===== src/rtl/gb_bus_pkg.sv =====
// Shared Game Boy bus types: arbiter state encoding, DMA owner enum and GAP length.
package gb_bus_pkg;

  typedef enum logic [1:0] {
    ST_IDLE = 2'd0,
    ST_GAP  = 2'd1,
    ST_OAM  = 2'd2,
    ST_HDMA = 2'd3
  } arb_state_t;

  typedef enum logic [1:0] {
    OWN_NONE = 2'd0,
    OWN_OAM  = 2'd1,
    OWN_HDMA = 2'd2
  } owner_t;

  localparam int unsigned GAP_LEN = 1;

endpackage


===== src/rtl/dma_bus_arbiter_if.sv =====
// Bus-side signals of the DMA bus arbiter: requester inputs, grants, muxed bus and FSM debug state.
// Handshake: oam_req/hdma_req are level-held for a whole transfer; a grant (registered) means the
// requester owns the bus that ce cycle; dropping req releases it through a one-cycle GAP.
interface dma_bus_arbiter_if;
  import gb_bus_pkg::*;

  logic        cpu_req;
  logic        cpu_rd;
  logic [15:0] cpu_addr;
  logic [15:0] oam_addr;
  logic [15:0] hdma_addr;
  logic        oam_req;
  logic        hdma_req;
  logic        gnt_cpu;
  logic        gnt_oam;
  logic        gnt_hdma;
  logic [15:0] bus_addr;
  logic        bus_rd;
  logic        cpu_stall;
  arb_state_t  state_dbg;

  modport master (
    output cpu_req, cpu_rd, cpu_addr, oam_addr, hdma_addr, oam_req, hdma_req,
    input  gnt_cpu, gnt_oam, gnt_hdma, bus_addr, bus_rd, cpu_stall, state_dbg
  );

  modport slave (
    input  cpu_req, cpu_rd, cpu_addr, oam_addr, hdma_addr, oam_req, hdma_req,
    output gnt_cpu, gnt_oam, gnt_hdma, bus_addr, bus_rd, cpu_stall, state_dbg
  );

endinterface


===== src/rtl/dma_bus_arbiter.sv =====
// CPU / OAM DMA / HDMA bus arbiter with a turnaround GAP between owners.
// Define DMA_ARB_ROUND_ROBIN_EN to alternate the winner of simultaneous DMA requests.
module dma_bus_arbiter
  import gb_bus_pkg::*;
(
  input  logic              clk,
  input  logic              reset,
  input  logic              ce,
  dma_bus_arbiter_if.slave  bus
);

  localparam int GW = (GAP_LEN > 1) ? $clog2(GAP_LEN) : 1;

  arb_state_t  state, state_nx;
  owner_t      next_owner, next_owner_nx;
  owner_t      pick;
  logic [GW-1:0] gap_cnt;
  logic        gap_done;
  logic [15:0] addr_q, addr_nx;
  logic        rd_q, rd_nx;

  assign gap_done = (gap_cnt == GW'(GAP_LEN - 1));

`ifdef DMA_ARB_ROUND_ROBIN_EN
  logic last_hdma;

  always_comb begin
    pick = OWN_NONE;
    if (bus.hdma_req && bus.oam_req) pick = last_hdma ? OWN_OAM : OWN_HDMA;
    else if (bus.hdma_req)           pick = OWN_HDMA;
    else if (bus.oam_req)            pick = OWN_OAM;
  end

  // Only an IDLE selection counts as a win; OAM<->HDMA hand-offs do not.
  always_ff @(posedge clk) begin
    if (reset)                                         last_hdma <= 1'b0;
    else if (ce && state == ST_IDLE && pick != OWN_NONE) last_hdma <= (pick == OWN_HDMA);
  end
`else
  always_comb begin
    pick = OWN_NONE;
    if (bus.hdma_req)     pick = OWN_HDMA;
    else if (bus.oam_req) pick = OWN_OAM;
  end
`endif

  always_comb begin
    state_nx      = state;
    next_owner_nx = next_owner;
    case (state)
      ST_IDLE: begin
        if (pick != OWN_NONE) begin
          state_nx      = ST_GAP;
          next_owner_nx = pick;
        end
      end
      ST_GAP: begin
        if (gap_done) begin
          next_owner_nx = OWN_NONE;
          // A latched owner that gave up its request is skipped in favour of the other DMA.
          case (next_owner)
            OWN_HDMA: state_nx = bus.hdma_req ? ST_HDMA : (bus.oam_req  ? ST_OAM  : ST_IDLE);
            OWN_OAM:  state_nx = bus.oam_req  ? ST_OAM  : (bus.hdma_req ? ST_HDMA : ST_IDLE);
            default:  state_nx = ST_IDLE;
          endcase
        end
      end
      ST_OAM: begin
        if (!bus.oam_req) begin
          state_nx      = ST_GAP;
          next_owner_nx = bus.hdma_req ? OWN_HDMA : OWN_NONE;
        end
      end
      ST_HDMA: begin
        if (!bus.hdma_req) begin
          state_nx      = ST_GAP;
          next_owner_nx = bus.oam_req ? OWN_OAM : OWN_NONE;
        end
      end
      default: state_nx = ST_IDLE;
    endcase
  end

  // Bus outputs are registered alongside the state so they line up with the grants.
  always_comb begin
    addr_nx = addr_q;
    rd_nx   = 1'b0;
    case (state_nx)
      ST_IDLE: begin
        if (bus.cpu_req) addr_nx = bus.cpu_addr;
        rd_nx = bus.cpu_rd;
      end
      ST_OAM: begin
        addr_nx = bus.oam_addr;
        rd_nx   = 1'b1;
      end
      ST_HDMA: begin
        addr_nx = bus.hdma_addr;
        rd_nx   = 1'b1;
      end
      default: begin
        addr_nx = addr_q;
        rd_nx   = 1'b0;
      end
    endcase
  end

  always_ff @(posedge clk) begin
    if (reset) begin
      state      <= ST_IDLE;
      next_owner <= OWN_NONE;
      gap_cnt    <= '0;
      addr_q     <= '0;
      rd_q       <= 1'b0;
    end else if (ce) begin
      state      <= state_nx;
      next_owner <= next_owner_nx;
      gap_cnt    <= (state == ST_GAP && !gap_done) ? gap_cnt + 1'b1 : '0;
      addr_q     <= addr_nx;
      rd_q       <= rd_nx;
    end
  end

  assign bus.gnt_cpu   = (state == ST_IDLE);
  assign bus.gnt_oam   = (state == ST_OAM);
  assign bus.gnt_hdma  = (state == ST_HDMA);
  assign bus.cpu_stall = (state != ST_IDLE);
  assign bus.bus_addr  = addr_q;
  assign bus.bus_rd    = rd_q;
  assign bus.state_dbg = state;

endmodule

===== src/flat_wrapper.sv =====
// flat-port wrapper written by rule: the top's interface ports become plain ports
module dma_bus_arbiter_flat import gb_bus_pkg::*;
  (clk, reset, ce, bus_cpu_req, bus_cpu_rd, bus_cpu_addr, bus_oam_addr, bus_hdma_addr, bus_oam_req, bus_hdma_req, bus_gnt_cpu, bus_gnt_oam, bus_gnt_hdma, bus_bus_addr, bus_bus_rd, bus_cpu_stall, bus_state_dbg);
  dma_bus_arbiter_if bus_i ();
  input  logic clk;
  input  logic reset;
  input  logic ce;
  input wire logic [$bits(bus_i.cpu_req)-1:0] bus_cpu_req;
  input wire logic [$bits(bus_i.cpu_rd)-1:0] bus_cpu_rd;
  input wire logic [$bits(bus_i.cpu_addr)-1:0] bus_cpu_addr;
  input wire logic [$bits(bus_i.oam_addr)-1:0] bus_oam_addr;
  input wire logic [$bits(bus_i.hdma_addr)-1:0] bus_hdma_addr;
  input wire logic [$bits(bus_i.oam_req)-1:0] bus_oam_req;
  input wire logic [$bits(bus_i.hdma_req)-1:0] bus_hdma_req;
  output wire logic [$bits(bus_i.gnt_cpu)-1:0] bus_gnt_cpu;
  output wire logic [$bits(bus_i.gnt_oam)-1:0] bus_gnt_oam;
  output wire logic [$bits(bus_i.gnt_hdma)-1:0] bus_gnt_hdma;
  output wire logic [$bits(bus_i.bus_addr)-1:0] bus_bus_addr;
  output wire logic [$bits(bus_i.bus_rd)-1:0] bus_bus_rd;
  output wire logic [$bits(bus_i.cpu_stall)-1:0] bus_cpu_stall;
  output wire logic [$bits(bus_i.state_dbg)-1:0] bus_state_dbg;
  assign bus_i.cpu_req = bus_cpu_req;
  assign bus_i.cpu_rd = bus_cpu_rd;
  assign bus_i.cpu_addr = bus_cpu_addr;
  assign bus_i.oam_addr = bus_oam_addr;
  assign bus_i.hdma_addr = bus_hdma_addr;
  assign bus_i.oam_req = bus_oam_req;
  assign bus_i.hdma_req = bus_hdma_req;
  assign bus_gnt_cpu = bus_i.gnt_cpu;
  assign bus_gnt_oam = bus_i.gnt_oam;
  assign bus_gnt_hdma = bus_i.gnt_hdma;
  assign bus_bus_addr = bus_i.bus_addr;
  assign bus_bus_rd = bus_i.bus_rd;
  assign bus_cpu_stall = bus_i.cpu_stall;
  assign bus_state_dbg = bus_i.state_dbg;
  dma_bus_arbiter u_core (.clk(clk), .reset(reset), .ce(ce), .bus(bus_i));
endmodule

===== config.mk =====
export PLATFORM = sky130hd
export DESIGN_NAME = dma_bus_arbiter_flat
export DESIGN_NICKNAME = d
export VERILOG_FILES = /design/src/rtl/gb_bus_pkg.sv /design/src/rtl/dma_bus_arbiter_if.sv /design/src/rtl/dma_bus_arbiter.sv /design/src/flat_wrapper.sv
export SDC_FILE = /design/constraint.sdc
export NUM_CORES = 1
export LEC_CHECK = 0
export BUFFER_PORTS_ARGS = -buffer_cell sky130_fd_sc_hd__buf_2
export CAP_MARGIN = 5
export CORE_MARGIN = 1
export CORE_UTILIZATION = 40
export DETAILED_ROUTE_END_ITERATION = 8
export PLACE_DENSITY_LB_ADDON = 0.12
export SLEW_MARGIN = 20
export SYNTH_ARGS = -nofsm -noshare
export SYNTH_HDL_FRONTEND = slang
export SYNTH_SLANG_ARGS = --single-unit

===== constraint.sdc =====
create_clock -name clk -period 2.1 [get_ports clk]
set_input_delay 0.21 -clock clk [delete_from_list [all_inputs] [get_ports clk]]
set_output_delay 0.21 -clock clk [all_outputs]
set_load 0.02 [all_outputs]

Word level (Yosys, flattened, before mapping)
Cells that the tools add are included.

Register bits after elaboration: 22. Input port bits: 55. Output and inout bits: 23. Word-level logic and storage cells: 49.

Multiplexer cells: 22. Equal/unequal tests: 12. Add/subtract/negate cells: 1. Reductions and logical operators: 9.

Operator list (number): $pmux W16 S3 (1); $mux W2 (14); $mux W16 (1); $pmux W2 S4 (2); $eq A2 B2 Y1 const B (5); $ne A2 B2 Y1 const B (4); $reduce_and A5 Y1 (1); $eq A2 B1 Y1 const B (2); $logic_not A2 Y1 (2); $pmux W2 S2 (1); $reduce_bool A2 Y1 (2); $reduce_and A3 Y1 (1); $reduce_bool A3 Y1 (1); $mux W1 (2); $ne A2 B1 Y1 const B (1); $pmux W1 S2 (1); $reduce_or A2 Y1 (1); $add A1 B1 Y1 const B (1); $logic_and A1 B1 Y1 (1).

Longest topological paths before layout
Word-level depth: 8. Mapped depth: 9.

Worst setup path before layout
OpenSTA, ideal clock, no wires.

Path kind: reg-to-reg. From: reg u_core.next_owner[1]. To: reg u_core.addr_q[0], in the netlist u_core.bus.bus_addr[0]. Setup time: 138 ps. Required time: 1962 ps. Period minus slack after synthesis: 1878 ps. Path buffers: 2. Stages on the path, launching flop included: 10. Data arrival time: 1740 ps. Slack: 222 ps. Cells stage by stage: dfxtp_1 inv_1 ha_1 nor2b_1 o211a_1 o32a_1 buf_6 buf_6 mux2i_1 o221ai_1.

Longest elaborated chain between the ends: 7. Elaborated cells between the ends (all ways): 12.

Ends and longest elaborated chain: start, declared (RTL line dma_bus_arbiter.sv:15) `owner_t next_owner, next_owner_nx;`; start signal, assigned (RTL line dma_bus_arbiter.sv:117) `next_owner <= next_owner_nx;`; $eq A2 B1 Y1 / $eq A2 B2 Y1 (equally long branches) (RTL line dma_bus_arbiter.sv:61) `case (next_owner)`; $pmux W2 S2 * (RTL line dma_bus_arbiter.sv:61); $mux W2 * (RTL line dma_bus_arbiter.sv:58) `if (gap_done) begin`; $pmux W2 S4 * (RTL line dma_bus_arbiter.sv:50) `case (state)`; $eq A2 B2 Y1 / $logic_not A2 Y1 (equally long branches) (RTL line dma_bus_arbiter.sv:88) `case (state_nx)`; $reduce_bool A3 Y1 (no source line) / $ne A2 B2 Y1 (equally long branches); $reduce_and A3 Y1 (no source line); end signal, assigned (RTL line dma_bus_arbiter.sv:119) `addr_q <= addr_nx;`; end, declared (RTL line dma_bus_arbiter.sv:19) `logic [15:0] addr_q, addr_nx;`.

Mark *: on every way between the ends. The rest lies on a longest branch, timed or not. A chain may end at the register's enable or synchronous reset.

Worst setup path in the final report
From: reg u_core.next_owner[0]. To: reg u_core.addr_q[14], in the netlist u_core.bus.bus_addr[14].

The elaborated chain is that of the path after synthesis.

==> flow_summary_export.csv <==
group,metric,value,unit
run_status,outcome,"complete, no violations",
worst_setup_path,critical_path.slowest_cell,"sky130_fd_sc_hd__dfxtp_1",
worst_setup_path,worst_ep_arrival_time,2110,ps
finish,layout_common_cells,"sky130_fd_sc_hd__buf_2 (77), sky130_fd_sc_hd__inv_1 (23), sky130_fd_sc_hd__dfxtp_1 (21)",
worst_setup_path,crit_top_cell,"sky130_fd_sc_hd__inv_1",
cts,clk_pin_slew,120,ps
cts,htreeDepth,1,
timing,clock_skew,6.53,ps
cts,cts_tree,"done",
hold_path,min_delay_worst_endpoint,"u_core.bus.bus_addr[2]$_SDFFE_PP0P_",
drt,first_iter_violations,64,
placement,place.detailed.hpwl,2.48,mm
finish,final_layout_size_suffix_gt1_frac,0.422,
cts,tritoncts_num_sinks,22,
placement,place_congestion,0.864,
worst_setup_path,path_cells,"inv_1 > ha_1 > inv_1 > o211a_1 > o32a_1 > buf_4 > mux2i_1 > o221ai_1",
grt,grt_pass1_vias,1228,
synthesis,mappedNetlistNets,205,
timing,fin_tns_setup,0,ps
finish,num_antenna_cells,0,
worst_setup_path,worst_setup_path_end_kind,"flip-flop",
timing,period_share,0.931,
timing,rsz_0062_raised_after_global_routing,"no",
placement,placed_area,0.00170,mm2
drt,routed_wire_length_per_instance,12.0,um
cts,cts_root_buffer,"sky130_fd_sc_hd__clkbuf_4",
drt,postRouteAntennaNets,0,
synthesis,yosys_register_bits,22,
worst_setup_path,critical_path.startpoint_type,"flip-flop",
timing,report.final.slew_viol_count,0,
flow_run,cap_violations,0,
floorplanning,fp.dieW,59.0,um
worst_setup_path,timing_worst_setup_path_type,"reg2reg",
placement,io_buffer_count,77,
floorplanning,core_area,0.00308,mm2
worst_setup_path,worst-r2r-cell-count,8,
timing,timing.slew.headroom,0.613,
finish,final_common_cell,"sky130_fd_sc_hd__buf_2",
drt,detail_route.drc_violations,0,
finish,layout.nets,281,
worst_setup_path,crit-reg2reg-capture,"u_core.bus.bus_addr[14]$_SDFFE_PP0P_",
cts,cts.path.max_buffers,2,
timing,final-setup-viol-count,0,
drt,detail_route.wirelength,3.20,mm
worst_setup_path,cp_slowest_stage_delay,350,ps
worst_setup_path,critPathBufInv,3,
hold_path,hold_path.startpoint,"bus_cpu_addr[2]",
drt,firstDrtPassIters,4,
synthesis,synth_flop_cell,"sky130_fd_sc_hd__dfxtp_1",
timing,timing.final.hold_violations,0,
drt,vias_per_std_cell,5.10,
floorplanning,floorplan.io_pins,78,
worst_setup_path,worst-endpoint-required,2260,ps
grt,grt_usage,0.189,
worst_setup_path,timing.critical_path.fanout_max,11,
hold_path,holdPathStages,3,
synthesis,synthDistinctLibCells,36,
synthesis,mappedNetlistArea,0.00130,mm2
worst_setup_path,ff2ff_setup_slack,140,ps
grt,globalRoute.totalOverflow,0,
grt,grt_max_degree,17,
cts,cts_made_buffers,3,
power_and_ir_drop,cellPowerDensity,535,mW/mm2
drt,via_total_after_detailed_routing,1363,
timing,final.min_clock_period,1960,ps
cts,worstSkewPairLatency,300,ps
synthesis,syn-mean-instance-area,8.78,um2
timing,worst_max_slew_pin_slew,580,ps
synthesis,seq_area_frac_synth,0.339,
worst_setup_path,path_delay_family,"compound AO/OA/AOI/OAI gates",
worst_setup_path,reg_to_reg_start,"u_core.next_owner[0]$_SDFFE_PP0P_",
power_and_ir_drop,ir_worst_vdd,0.280,mV
hold_path,hold_path_class,"in2reg",
finish,design_area,0.00174,mm2
finish,areaGrowthSynthToFinish,34.0,%
synthesis,yosys_warnings,0,
floorplanning,std_cell_rows,20,
finish,finish.utilization,0.566,
power_and_ir_drop,power.leakage,0.000892,uW
timing,maxClockFrequency,0.511,GHz
floorplanning,die_y,59.0,um
synthesis,async_flop_share,0,
grt,first_pass_grt_wire_length,5.12,mm
synthesis,synth-edff-count,0,
floorplanning,fp.dieArea,0.00348,mm2
floorplanning,floorplan.initialDensity,0.422,
cts,cts_post_setup_buffers_inserted,0,
synthesis,syn_inst,148,
grt,grt_antenna_before_repair,0,
## kinds of logic (layout without fill, tap and decap cells)
| logic type | count (synthesis) | after routing | synth area share |
|---|---|---|---|
| muxes | 20 | 20 | 0.155 |
| buffers and inverters | 34 | 109 | 0.123 |
| DFF | 22 | 22 | 0.339 |
| adders and majority gates | 2 | 2 | 0.0192 |
| AOI/OAI and AO/OA | 29 | 29 | 0.198 |
| and+or+nand+nor | 41 | 41 | 0.166 |
## worst register-to-register path: cells and delay by family, from the launching register on
kind / cells / cell delay, ps
adder cells (fa/ha/maj): 1 / 330
buffers and inverters: 3 / 320
flip-flops: 1 / 350
multiplexers: 1 / 180
AO/OA/AOI/OAI: 3 / 630
## metrics by stage
| step | hold WS, ps | std cells | setup WS [ps] | total power (uW) |
|---|---|---|---|---|
| 2_1_floorplan | 350 | 148 | 222 | 620 |
| 3_3_place_gp | 433 | 263 | 172 | 709 |
| 3_5_place_dp | 439 | 263 | 132 | 714 |
| 4_1_cts | 113 | 267 | 108 | 946 |
| 5_1_grt | 116 | 267 | 17.3 | 989 |
| 6_report | 122 | 267 | 144 | 932 |
## metal layers
metal | share of wire | wire length, um | up-vias | global-route usage
met1 | 0.43 | 1360 | 620 | 0.226
met3 | 0.072 | 230 | 2 | 0.0306
met4 | 0.0053 | 17 | 0 | 0.0612
met2 | 0.50 | 1590 | 60 | 0.344
li1 | - | - | 681 | -
met5 | 0 | 0 | - | 0
## how the worst max path moves through the flow
stage	from	endpoint	slack, ps	cells past startpoint
5_1_grt	u_core.next_owner[0]$_SDFFE_PP0P_	u_core.bus.bus_addr[14]$_SDFFE_PP0P_	20	8
6_report	u_core.next_owner[0]$_SDFFE_PP0P_	u_core.bus.bus_addr[14]$_SDFFE_PP0P_	140	8
3_3_place_gp	u_core.next_owner[0]$_SDFFE_PP0P_	u_core.bus.bus_addr[8]$_SDFFE_PP0P_	170	6
3_5_place_dp	u_core.next_owner[1]$_SDFFE_PP0P_	u_core.bus.bus_addr[14]$_SDFFE_PP0P_	130	8
2_1_floorplan	u_core.next_owner[1]$_SDFFE_PP0P_	u_core.bus.bus_addr[0]$_SDFFE_PP0P_	220	9
4_1_cts	u_core.next_owner[1]$_SDFFE_PP0P_	u_core.bus.bus_addr[14]$_SDFFE_PP0P_	110	8
## power breakdown
| group | internal [uW] | leakage, uW | switching [uW] |
|---|---|---|---|
| Clock | 106 | 0.0000210 | 124 |
| Combinational | 120 | 0.000692 | 138 |
| Sequential | 436 | 0.000179 | 9.82 |
| Total | 661 | 0.000892 | 271 |
## cells in the mapped netlist (all sizes together), types with 2 or more instances
| master | number | area (um2) |
|---|---|---|
| inv | 23 | 86.3 |
| o21ai | 2 | 10.0 |
| nand3 | 16 | 80.1 |
| a21oi | 2 | 10.0 |
| nand2 | 2 | 7.51 |
| o221ai | 16 | 146 |
| mux2i | 19 | 190 |
| dfxtp | 22 | 440 |
| nor3 | 4 | 25.0 |
| clkbuf | 4 | 15.0 |
| nor2b | 2 | 12.5 |
| buf | 7 | 58.8 |
| and2 | 2 | 12.5 |
| or2 | 2 | 12.5 |
| nand2b | 3 | 18.8 |
| ha | 2 | 25.0 |
| nor2 | 7 | 26.3 |
## repair_timing
item | 4_1_cts | 5_1_grt
endpoints found under the setup margin | 0 | 1
gates resized for setup | 0 | 1
hold buffers | 0 | 0
## sequential cells by signal, indices dropped and copies added, names as in the netlist
register,cells
u_core.bus.state_dbg,2
u_core.bus.bus_rd,1
u_core.next_owner,2
u_core.gap_cnt,1
u_core.bus.bus_addr,16
## area by class of cell
cell class	instances	area, um2
fill	299	1340
tap	44	55.1
clock buffer	4	36.3
multi-input combinational	92	699
timing repair buffer	82	423
sequential	22	442
inverter	23	86.3
Note: power is estimated with default switching activity, not from simulation.
